==> src/rtl/nes_joypad.sv <==
// nes_joypad
//   Controller-side responder for the CPU $4016/$4017 joypad interface.
//   Emulates two standard NES controllers (4021-style parallel-in /
//   serial-out shift registers). Raw board buttons are synchronized and
//   debounced before they can be latched.
//
// Parameters:
//   DEBOUNCE_DIV  clk cycles per debounce sample tick (1..65535)
//
// Optional build macro:
//   JOYPAD_SOCD_EN  when defined, the value latched into the shift
//                   registers has opposite directions cleaned (Up+Down
//                   both pressed -> both released; same for Left+Right).
//                   btn*_state always report the uncleaned state.
//
// Ports:
//   clk         system clock
//   rst         synchronous, active-high reset
//   btn0_raw    port 0 raw buttons, async, 1 = pressed
//               [0]A [1]B [2]Select [3]Start [4]Up [5]Down [6]Left [7]Right
//   btn1_raw    port 1 raw buttons, same encoding
//   strobe_i    latch level (bit 0 of the $4016 write), shared by both ports
//   rd_pulse_i  one-cycle read pulse per port ([0] $4016, [1] $4017)
//   data_o      serial data per port, 1 = pressed
//   btn0_state  debounced port 0 buttons
//   btn1_state  debounced port 1 buttons
//
// Read protocol: there is no back-pressure. While strobe_i is high each
// shift register reloads from the debounced buttons every cycle. With
// strobe_i low, a cycle with rd_pulse_i[n] = 1 is one read of port n: the
// CPU samples data_o[n] during that same cycle, and the register shifts at
// the closing edge so the next bit is presented for the following read.
// Ones are shifted in from the top, so reads 9 and later return 1.

module nes_joypad #(
    parameter int DEBOUNCE_DIV = 1000
) (
    input  logic       clk,
    input  logic       rst,
    input  logic [7:0] btn0_raw,
    input  logic [7:0] btn1_raw,
    input  logic       strobe_i,
    input  logic [1:0] rd_pulse_i,
    output logic [1:0] data_o,
    output logic [7:0] btn0_state,
    output logic [7:0] btn1_state
);

    localparam logic [15:0] DIV_LAST = 16'(DEBOUNCE_DIV - 1);

    // Index [n] selects the controller port.
    logic [1:0][7:0] s1;
    logic [1:0][7:0] s2;
    logic [1:0][7:0] h0;      // most recent previous tick sample
    logic [1:0][7:0] h1;      // sample from the tick before that
    logic [1:0][7:0] state;   // debounced buttons
    logic [1:0][7:0] load_val;
    logic [1:0][7:0] sr;

    logic [15:0] cnt;
    logic        tick;

    // ------------------------------------------------------------------
    // Prescaler: tick in the cycle the count reaches DEBOUNCE_DIV-1.
    // ------------------------------------------------------------------
    assign tick = (cnt == DIV_LAST);

    always_ff @(posedge clk) begin
        if (rst) begin
            cnt <= 16'd0;
        end else if (tick) begin
            cnt <= 16'd0;
        end else begin
            cnt <= cnt + 16'd1;
        end
    end

    // ------------------------------------------------------------------
    // Synchronizer and debounce. A button changes only when the current
    // synchronized sample and the two previous tick samples all agree,
    // so a glitch covering fewer than three ticks is ignored.
    // ------------------------------------------------------------------
    always_ff @(posedge clk) begin
        if (rst) begin
            s1    <= '0;
            s2    <= '0;
            h0    <= '0;
            h1    <= '0;
            state <= '0;
        end else begin
            s1 <= {btn1_raw, btn0_raw};
            s2 <= s1;
            if (tick) begin
                h0 <= s2;
                h1 <= h0;
                for (int n = 0; n < 2; n++) begin
                    state[n] <= (state[n] | (s2[n] & h0[n] & h1[n]))
                              & ~(~s2[n] & ~h0[n] & ~h1[n]);
                end
            end
        end
    end

    // ------------------------------------------------------------------
    // Value presented to the shift registers on reload.
    // ------------------------------------------------------------------
    always_comb begin
        load_val = state;
`ifdef JOYPAD_SOCD_EN
        for (int n = 0; n < 2; n++) begin
            if (state[n][4] && state[n][5]) begin
                load_val[n][5:4] = 2'b00;
            end
            if (state[n][6] && state[n][7]) begin
                load_val[n][7:6] = 2'b00;
            end
        end
`endif
    end

    // ------------------------------------------------------------------
    // 4021-style shift registers. Reload has priority over shifting, so
    // reads while strobe is high keep returning A.
    // ------------------------------------------------------------------
    always_ff @(posedge clk) begin
        if (rst) begin
            sr <= '0;
        end else begin
            for (int n = 0; n < 2; n++) begin
                if (strobe_i) begin
                    sr[n] <= load_val[n];
                end else if (rd_pulse_i[n]) begin
                    sr[n] <= {1'b1, sr[n][7:1]};
                end
            end
        end
    end

    assign data_o     = {sr[1][0], sr[0][0]};
    assign btn0_state = state[0];
    assign btn1_state = state[1];

endmodule

==> config.mk <==
export PLATFORM = sky130hd
export DESIGN_NAME = nes_joypad
export DESIGN_NICKNAME = d
export VERILOG_FILES = /design/src/rtl/nes_joypad.sv
export SDC_FILE = /design/constraint.sdc
export NUM_CORES = 1
export LEC_CHECK = 0
export BUFFER_PORTS_ARGS = -buffer_cell sky130_fd_sc_hd__buf_2
export CORE_UTILIZATION = 40
export CTS_CLUSTER_SIZE = 8
export DETAILED_ROUTE_END_ITERATION = 16
export PLACE_DENSITY = 0.59
export SETUP_SLACK_MARGIN = 0.15
export SLEW_MARGIN = 20
export SYNTH_ARGS = -nofsm -noshare
export SYNTH_HDL_FRONTEND = slang
export SYNTH_SLANG_ARGS = --single-unit
==> constraint.sdc <==
create_clock -name clk -period 2.15 [get_ports clk]
set_input_delay 0.1075 -clock clk [delete_from_list [all_inputs] [get_ports clk]]
set_output_delay 0.1075 -clock clk [all_outputs]
set_load 0.005 [all_outputs]
-- Word level (Yosys, flattened, before mapping)
Index checks and enable logic that the tools add are counted.
- register bits: 112
- input bits: 21
- output and inout bits: 18
- logic and storage cells: 42
- add/sub/neg operators: 1
- equality and inequality tests: 1
- muxes and demuxes: 4
- bitwise gates (word level): 20
- reduce and logical (&&, ||, !) cells: 3
- operators with widths (operator ; number):
    bitwise AND 8 bit ; 10
    inverter 8 bit ; 8
    two-way mux 8 bit ; 4
    adder 16 x 1 -> 16 bit (second input constant) ; 1
    == test 16 x 10 -> 1 bit (second input constant) ; 1
    OR 8 bit ; 2
    nonzero test 2 bit ; 2
    OR reduction 2 bit ; 1

-- Logic depth before layout (Yosys ltp)
Gate-level depths: netlist of run 1.
- depth after elaboration: 5
- mapped depth: 7
- depth with buffers taken out: 5

-- Worst setup path before layout of run 1
No wires, ideal clock.
- kind: flip-flop to flip-flop
- start: register cnt[0]
- end: register state, in the netlist btn0_state[7]
- data arrival time: 1461 ps
- data required time: 2058 ps
- setup slack: 597 ps
- cell stages (with the launch flop): 7
- path buffers: 1
- period minus slack after synthesis: 1553 ps
- cells stage by stage: dfxtp_1 -> ha_1 -> nor4b_2 -> and4_4 -> buf_6 -> a31oi_1 -> nor4_1
- word-level cells in the longest chain between the ends: 1
- ends and longest elaborated chain (item ; RTL line ; source):
    from (decl) ; 60 ; logic [15:0] cnt;
    from (signal assigned) ; 74 ; cnt <= cnt + 16'd1;
    == test 16 x 10 -> 1 bit ; 66 ; assign tick = (cnt == DIV_LAST);
    to (signal, indexed assignment) ; 97 ; state[n] <= (state[n] | (s2[n] & h0[n] & h1[n]))
    to (decl) ; 56 ; logic [1:0][7:0] state;
Every way passes these cells.
A chain may end at the register's enable or synchronous reset.

-- Final worst setup path of run 1
- start: register cnt[0]
- end: register state, in the netlist btn1_state[0]
The elaborated chain is that of the path after synthesis.

==> flow_summary_export.csv, run 1 <==
group,metric,value,unit
yosys,synth_flop_cell,"dfxtp_1",
timing,setup_tns,0,ps
critical_path,path_class,"register to register",
timing,min_period_over_period,83.6,%
cts,clock-sinks,112,
cts,clock_latency,360,ps
placement,placed_area,0.00438,mm²
critical_path,start_kind,"register",
timing,worst_slew_pin_slew,575,ps
timing,rsz0062_at_grt,"false",
yosys,synth_edf_count,0,
floorplan,die-area,0.0107,mm²
cts,path_clk_slew,100,ps
placement,place_inst,607,
power,p_switching,781,µW
cts,cts_tree,"yes",
floorplan,io_pins,39,
power,ir_drop,0.355,mV
yosys,yosysTopAreaCellShare,54.6,%
cts,numCtsBuffers,9,
grt,grt_pass1_vias,2700,
cells_and_area,drive_above_1_share,12.4,%
yosys,syn_inst,462,
timing,max_slew_margin,61.6,%
yosys,synth_largest_area_cell,"dfxtp_1",
power,p_leak,0.00175,µW
yosys,post-synth-top-count-cell,"dfxtp_1",
grt,grt_max_degree,70,
timing,maxSlewViolCount,0,
cts,cts.path.max_buffers,2,
cells_and_area,diodes,0,
critical_path,critPathBufInv,1,
grt,antenna_found_initial,0,
cells_and_area,fin_cells,640,
critical_path,worstPathRequired,2420,ps
floorplan,die_h,103,µm
route,firstDrtPassIters,4,
power,power-per-cell-area,723,mW/mm²
placement,port_buffers,38,
timing,final-hold-violation-count,0,
critical_path,cp.arrival,2070,ps
critical_path,cpLargestDelayFamily,"simple AND/OR/NAND/NOR gates",
hold_path,hold_path.class,"input port to register",
route,vias_per_cell,4.94,
cells_and_area,final.fill_count,942,
power,p_total,3450,µW
route,num_vias,3164,
yosys,ys_ff_latch,112,
cts,clockRootBuffer,"clkbuf_8",
yosys,ys_types,28,
cells_and_area,final_nets,524,
outcome,status,"complete, no violations",
route,wirelength,7700,µm
critical_path,worstPathMaxFanout,24,
yosys,async_reset_ff_share,0,%
job,cap_viol_max_count,0,
cells_and_area,area_delta_synth_final,16.1,%
yosys,syn_area,0.00411,mm²
critical_path,slowest_delay,400,ps
route,drtIter0Drc,139,
yosys,syn_avg_cell_area,8.90,µm²
timing,min_period,1800,ps
critical_path,crit_chain,"ha_2, nor4b_4, and4_4, buf_12, a31oi_1, nor4_1",
timing,setup_viol,0,
critical_path,end_kind,"register",
yosys,synth-warning-count,0,
cts,h-tree-depth,3,
floorplan,core_area,0.00986,mm²
yosys,yosysSeqAreaShare,54.6,%
cells_and_area,utilization,48.4,%
power,combPwrFrac,3.9,%
timing,skew,9.47,ps
placement,gp_congestion,0.796,
grt,grt.total_usage,14.9,%
cells_and_area,final_area,0.00477,mm²
power,seqPwrFrac,61.7,%
power,p_int,2670,µW
route,drc,0,
route,routedWlPerCell,12.0,µm
yosys,synth_commonest_cells,"dfxtp_1, nand2_1, nor2_1",
grt,grt_pass1_wl,12500,µm
route,antenna_left,0,
floorplan,die_x,103,µm
critical_path,critPathSlowestCell,"dfxtp_1",
floorplan,num_rows,36,
power,p_clk_share,34.4,%
yosys,synthTopCellsByArea,"dfxtp_1, nand2_1, nor2_1",
floorplan,start_util,41.7,%
cts,postCtsSetupRepairBufs,0,
placement,dpl.hpwl,4720,µm
yosys,synth.net_count,484,
timing,fmax,557,MHz
grt,grt_overflow,0,
power,switching_share,22.6,%
-- through the flow --
| stage | worst slack, ps | hold slack (ps) |
|---|---|---|
| floorplan | 597 | 236 |
| global placement | 388 | 316 |
| detailed placement | 246 | 322 |
| CTS | 189 | 214 |
| global route | 166 | 250 |
| finish | 354 | 228 |
-- power by group through the flow --
stage	clock, µW	sequential [µW]	combinational (µW)
2_1_floorplan	0	2170	79.8
3_3_place_gp	0	2180	110
3_5_place_dp	0	2180	112
4_1_cts	1240	2130	134
5_1_grt	1320	2130	150
6_report	1190	2130	134
-- what timing repair did --
item | CTS | global route
resized for setup | 0 | 2
endpoints found under the hold margin | 16 | 0
endpoints found under the setup margin | 0 | 14
hold buffers | 16 | 0
-- path summary, 6_finish.rpt --
path	startpoint	end	slack (ps)	depth (start not counted)
max	cnt[0]	btn1_state[0]	350	6
min	rst	s1[15]	230	2
max reg2reg	cnt[0]	btn1_state[0]	350	6
min reg2reg	s1[1]	s2[1]	450	1
-- cells by family (layout without fill, tap and decap cells) --
family	count (synthesis)	after routing	share of synthesized area (%)
AND/OR/NAND/NOR	224	224	26.5
flip-flops	112	112	54.6
AO/OA/AOI/OAI	66	66	8.58
buffers and inverters	32	77	3.84
multiplexers	14	14	3.41
XOR/XNOR	13	13	2.77
adder cells (fa/ha/maj)	1	1	0.304
-- flip-flops by register name, summed over array words and instances (netlist names) --
name / count
btn0_state: 8
btn1_state: 8
cnt: 16
data_o: 2
h0: 16
h1: 16
s1: 16
s2: 16
sr: 14
-- placed cells by master, fill, tap and decap left out, drive strengths merged --
cell / count
a21oi: 49
a31oi: 16
and2: 1
and3: 2
and4: 3
and4bb: 1
buf: 42
clkbuf: 12
clkinv: 2
clkinvlp: 2
dfxtp: 112
dlygate4sd3: 16
ha: 1
inv: 3
mux2i: 14
nand2: 67
nand2b: 1
nand3: 6
nand4: 6
nor2: 67
nor2b: 32
nor3: 2
nor4: 33
nor4b: 2
o31ai: 1
or4: 1
xnor2: 7
xor2: 6
-- per-layer routing --
layer	part of all wire, %	wire [µm]	track usage (%)	up-vias
li1	-	-	-	1651
met1	54	4130	21.8	1437
met2	41	3160	21.2	71
met5	0	0	0	-
met4	0.52	40	5.85	0
met3	4.7	361	3.02	5
-- layout make-up --
cell class / count / area, µm² / area share [%]
sequential: 112 / 2240 / 47.0
multi-input combinational: 318 / 1720 / 36.1
timing repair buffer: 59 / 443 / 9.28
tap: 133 / 166 / 3.49
clock buffer: 11 / 151 / 3.17
clock inverter: 5 / 40.0 / 0.839
inverter: 2 / 7.51 / 0.157
Power figures use the tool's default switching activity.
==> inputs of run 2 (changes only) <==
Settings changed: PLACE_DENSITY 0.59 to 0.61.
Clock period 2.15 ns to 1.5 ns, I/O delays scaled along.
==> run 2 against run 1 <==
The flow now finishes with violations (setup timing). Global-route usage increased by 2.7 points. Via count grew 8.9%. Cell area up 20%. Clock power grew 37%. Core utilization is 9.7 points higher. Flip-flop and latch count did not move. Clock skew rose by 7.1 ps. First-iteration DRC count shrank 20%. Critical path type unchanged. Highest routed layer unchanged.
==> flow_summary_export.csv, run 2 (same netlist as run 1, synthesis figures left out) <==
group,metric,value,unit
grt,antenna_found_initial,0,
timing,maxSlewViolCount,0,
cells_and_area,final_nets,564,
critical_path,crit_top_cell,"buf_4",
cts,cts.path.max_buffers,2,
outcome,failed_checks,"setup timing",
job,cap_viol_max_count,0,
cells_and_area,drive_above_1_share,34.2,%
placement,port_buffers,38,
grt,grt.total_usage,17.6,%
outcome,status,"finished, violations left",
cts,clock-sinks,112,
critical_path,path_class,"register to register",
cts,h-tree-depth,3,
route,firstDrtPassIters,4,
power,seqPwrFrac,62.1,%
power,p_clk_share,33.0,%
placement,gp_congestion,0.760,
timing,postLayoutSetupSlackWorst,-122,ps
floorplan,start_util,41.7,%
power,switching_share,23.6,%
critical_path,start_kind,"register",
cells_and_area,final_common_cell,"dfxtp_1",
timing,rsz0062_at_grt,"true",
critical_path,slowest_delay,360,ps
cells_and_area,diodes,0,
power,p_leak,0.00208,µW
floorplan,core_area,0.00986,mm²
floorplan,die_x,103,µm
placement,place_inst,629,
grt,grt_pass1_vias,3146,
critical_path,worstPathRequired,1760,ps
timing,final-hold-violation-count,0,
cts,clock_latency,370,ps
route,num_vias,3446,
hold_path,hold_path.class,"input port to register",
cells_and_area,area_delta_synth_final,39.5,%
placement,place_ws,-79.6,ps
floorplan,io_pins,39,
power,p_switching,1160,µW
floorplan,num_rows,36,
critical_path,cp.arrival,1880,ps
cells_and_area,fin_cells,680,
timing,fmax,617,MHz
cts,clockRootBuffer,"clkbuf_8",
route,drtIter0Drc,111,
critical_path,worstPathMaxFanout,4,
timing,worst_slew_pin_slew,496,ps
cts,numCtsBuffers,9,
placement,dpl.hpwl,5410,µm
cts,path_clk_slew,100,ps
timing,min_period_over_period,108,%
power,p_int,3760,µW
timing,skew,16.5,ps
power,power-per-cell-area,860,mW/mm²
floorplan,die-area,0.0107,mm²
timing,min_period,1620,ps
cts,cts_tree,"yes",
grt,grt_pass1_wl,14500,µm
grt,grt_max_degree,52,
critical_path,critPathSlowestCell,"dfxtp_2",
route,drc,0,
route,vias_per_cell,5.07,
route,wirelength,9460,µm
route,antenna_left,0,
power,combPwrFrac,4.9,%
grt,grt_overflow,0,
power,ir_drop,0.509,mV
timing,setup_viol,60,
critical_path,end_kind,"register",
route,routedWlPerCell,13.9,µm
cells_and_area,final_cell_mix,"dfxtp_1, nor2_1, nand2_1",
critical_path,crit_chain,"ha_4, buf_4, buf_6, nand4_1, buf_4, nor3_4, xnor2_2, nor2_4",
floorplan,die_h,103,µm
timing,max_slew_margin,66.9,%
==> run 2: cell types whose count changed in the layout (fill, tap and decap cells not counted), moves of 12 or more <==
cell | before | now
a21oi_2 | 0 | 20
buf_4 | 1 | 24
nor4_1 | 33 | 16
a21oi_1 | 49 | 29
nand2_1 | 67 | 45
nand2_2 | 0 | 12
nor2_1 | 67 | 51
==> run 2: metal layers <==
| layer | track usage [%] | up-vias | part of all wire, % |
|---|---|---|---|
| met5 | 0 | - | 0 |
| met2 | 31.1 | 57 | 50 |
| met1 | 21.4 | 1649 | 46 |
| met3 | 4.10 | 8 | 2.9 |
| li1 | - | 1732 | - |
| met4 | 4.55 | 0 | 1.2 |
==> run 2: timing repair <==
action                                 CTS  global route
resized for setup                       49            66
hold buffers                            16             0
cloned                                   4             3
endpoints found under the hold margin   16             0
pin swaps                               16            10
buffers inserted                         8             4
setup endpoints to repair               63            63
==> run 2: cell type report <==
class                           instances  area, µm²
Fill cell                             818       4130
Clock inverter                          6       45.0
Inverter                                2       7.51
Timing Repair Buffer                   99        933
Multi-Input combinational cell        318       2200
Clock buffer                           10        128
Tap cell                              133        166
Sequential cell                       112       2250
==> run 2: metrics by stage <==
stage | utilization, % | area, µm² | hold slack (ps) | TNS (ps) | power [µW]
global placement | 47.2 | 4650 | 282 | -21.1 | 3300
global route | 58.1 | 5730 | 44.6 | -11220 | 5130
CTS | 54.3 | 5350 | 24.5 | -791 | 4930
finish | 58.1 | 5730 | 44.5 | -3160 | 4930
floorplan | - | 4230 | 203 | 0 | 3230
detailed placement | 47.2 | 4650 | 287 | -254 | 3310
==> run 2: worst paths after layout <==
path / startpoint / to / slack (ps) / depth (start not counted)
hold reg to reg: s1[1] / s2[1] / 430 / 1
hold / removal: rst / h0[9] / 40 / 2
setup / recovery: cnt[1] / cnt[12] / -120 / 8
setup reg to reg: cnt[1] / cnt[12] / -120 / 8
==> run 2: power groups by stage <==
stage / registers [µW] / logic, µW / clock network [µW]
2_1_floorplan: 3110 / 120 / 0
3_3_place_gp: 3120 / 182 / 0
3_5_place_dp: 3120 / 185 / 0
4_1_cts: 3050 / 227 / 1650
5_1_grt: 3060 / 268 / 1800
6_report: 3060 / 241 / 1630
==> run 2: critical path: cells and delay by family (launching register included) <==
family	cells	cell delay, ps
flops	1	360
fa+ha+maj	1	130
simple gates	3	450
xor+xnor	1	160
buf+inv	3	410
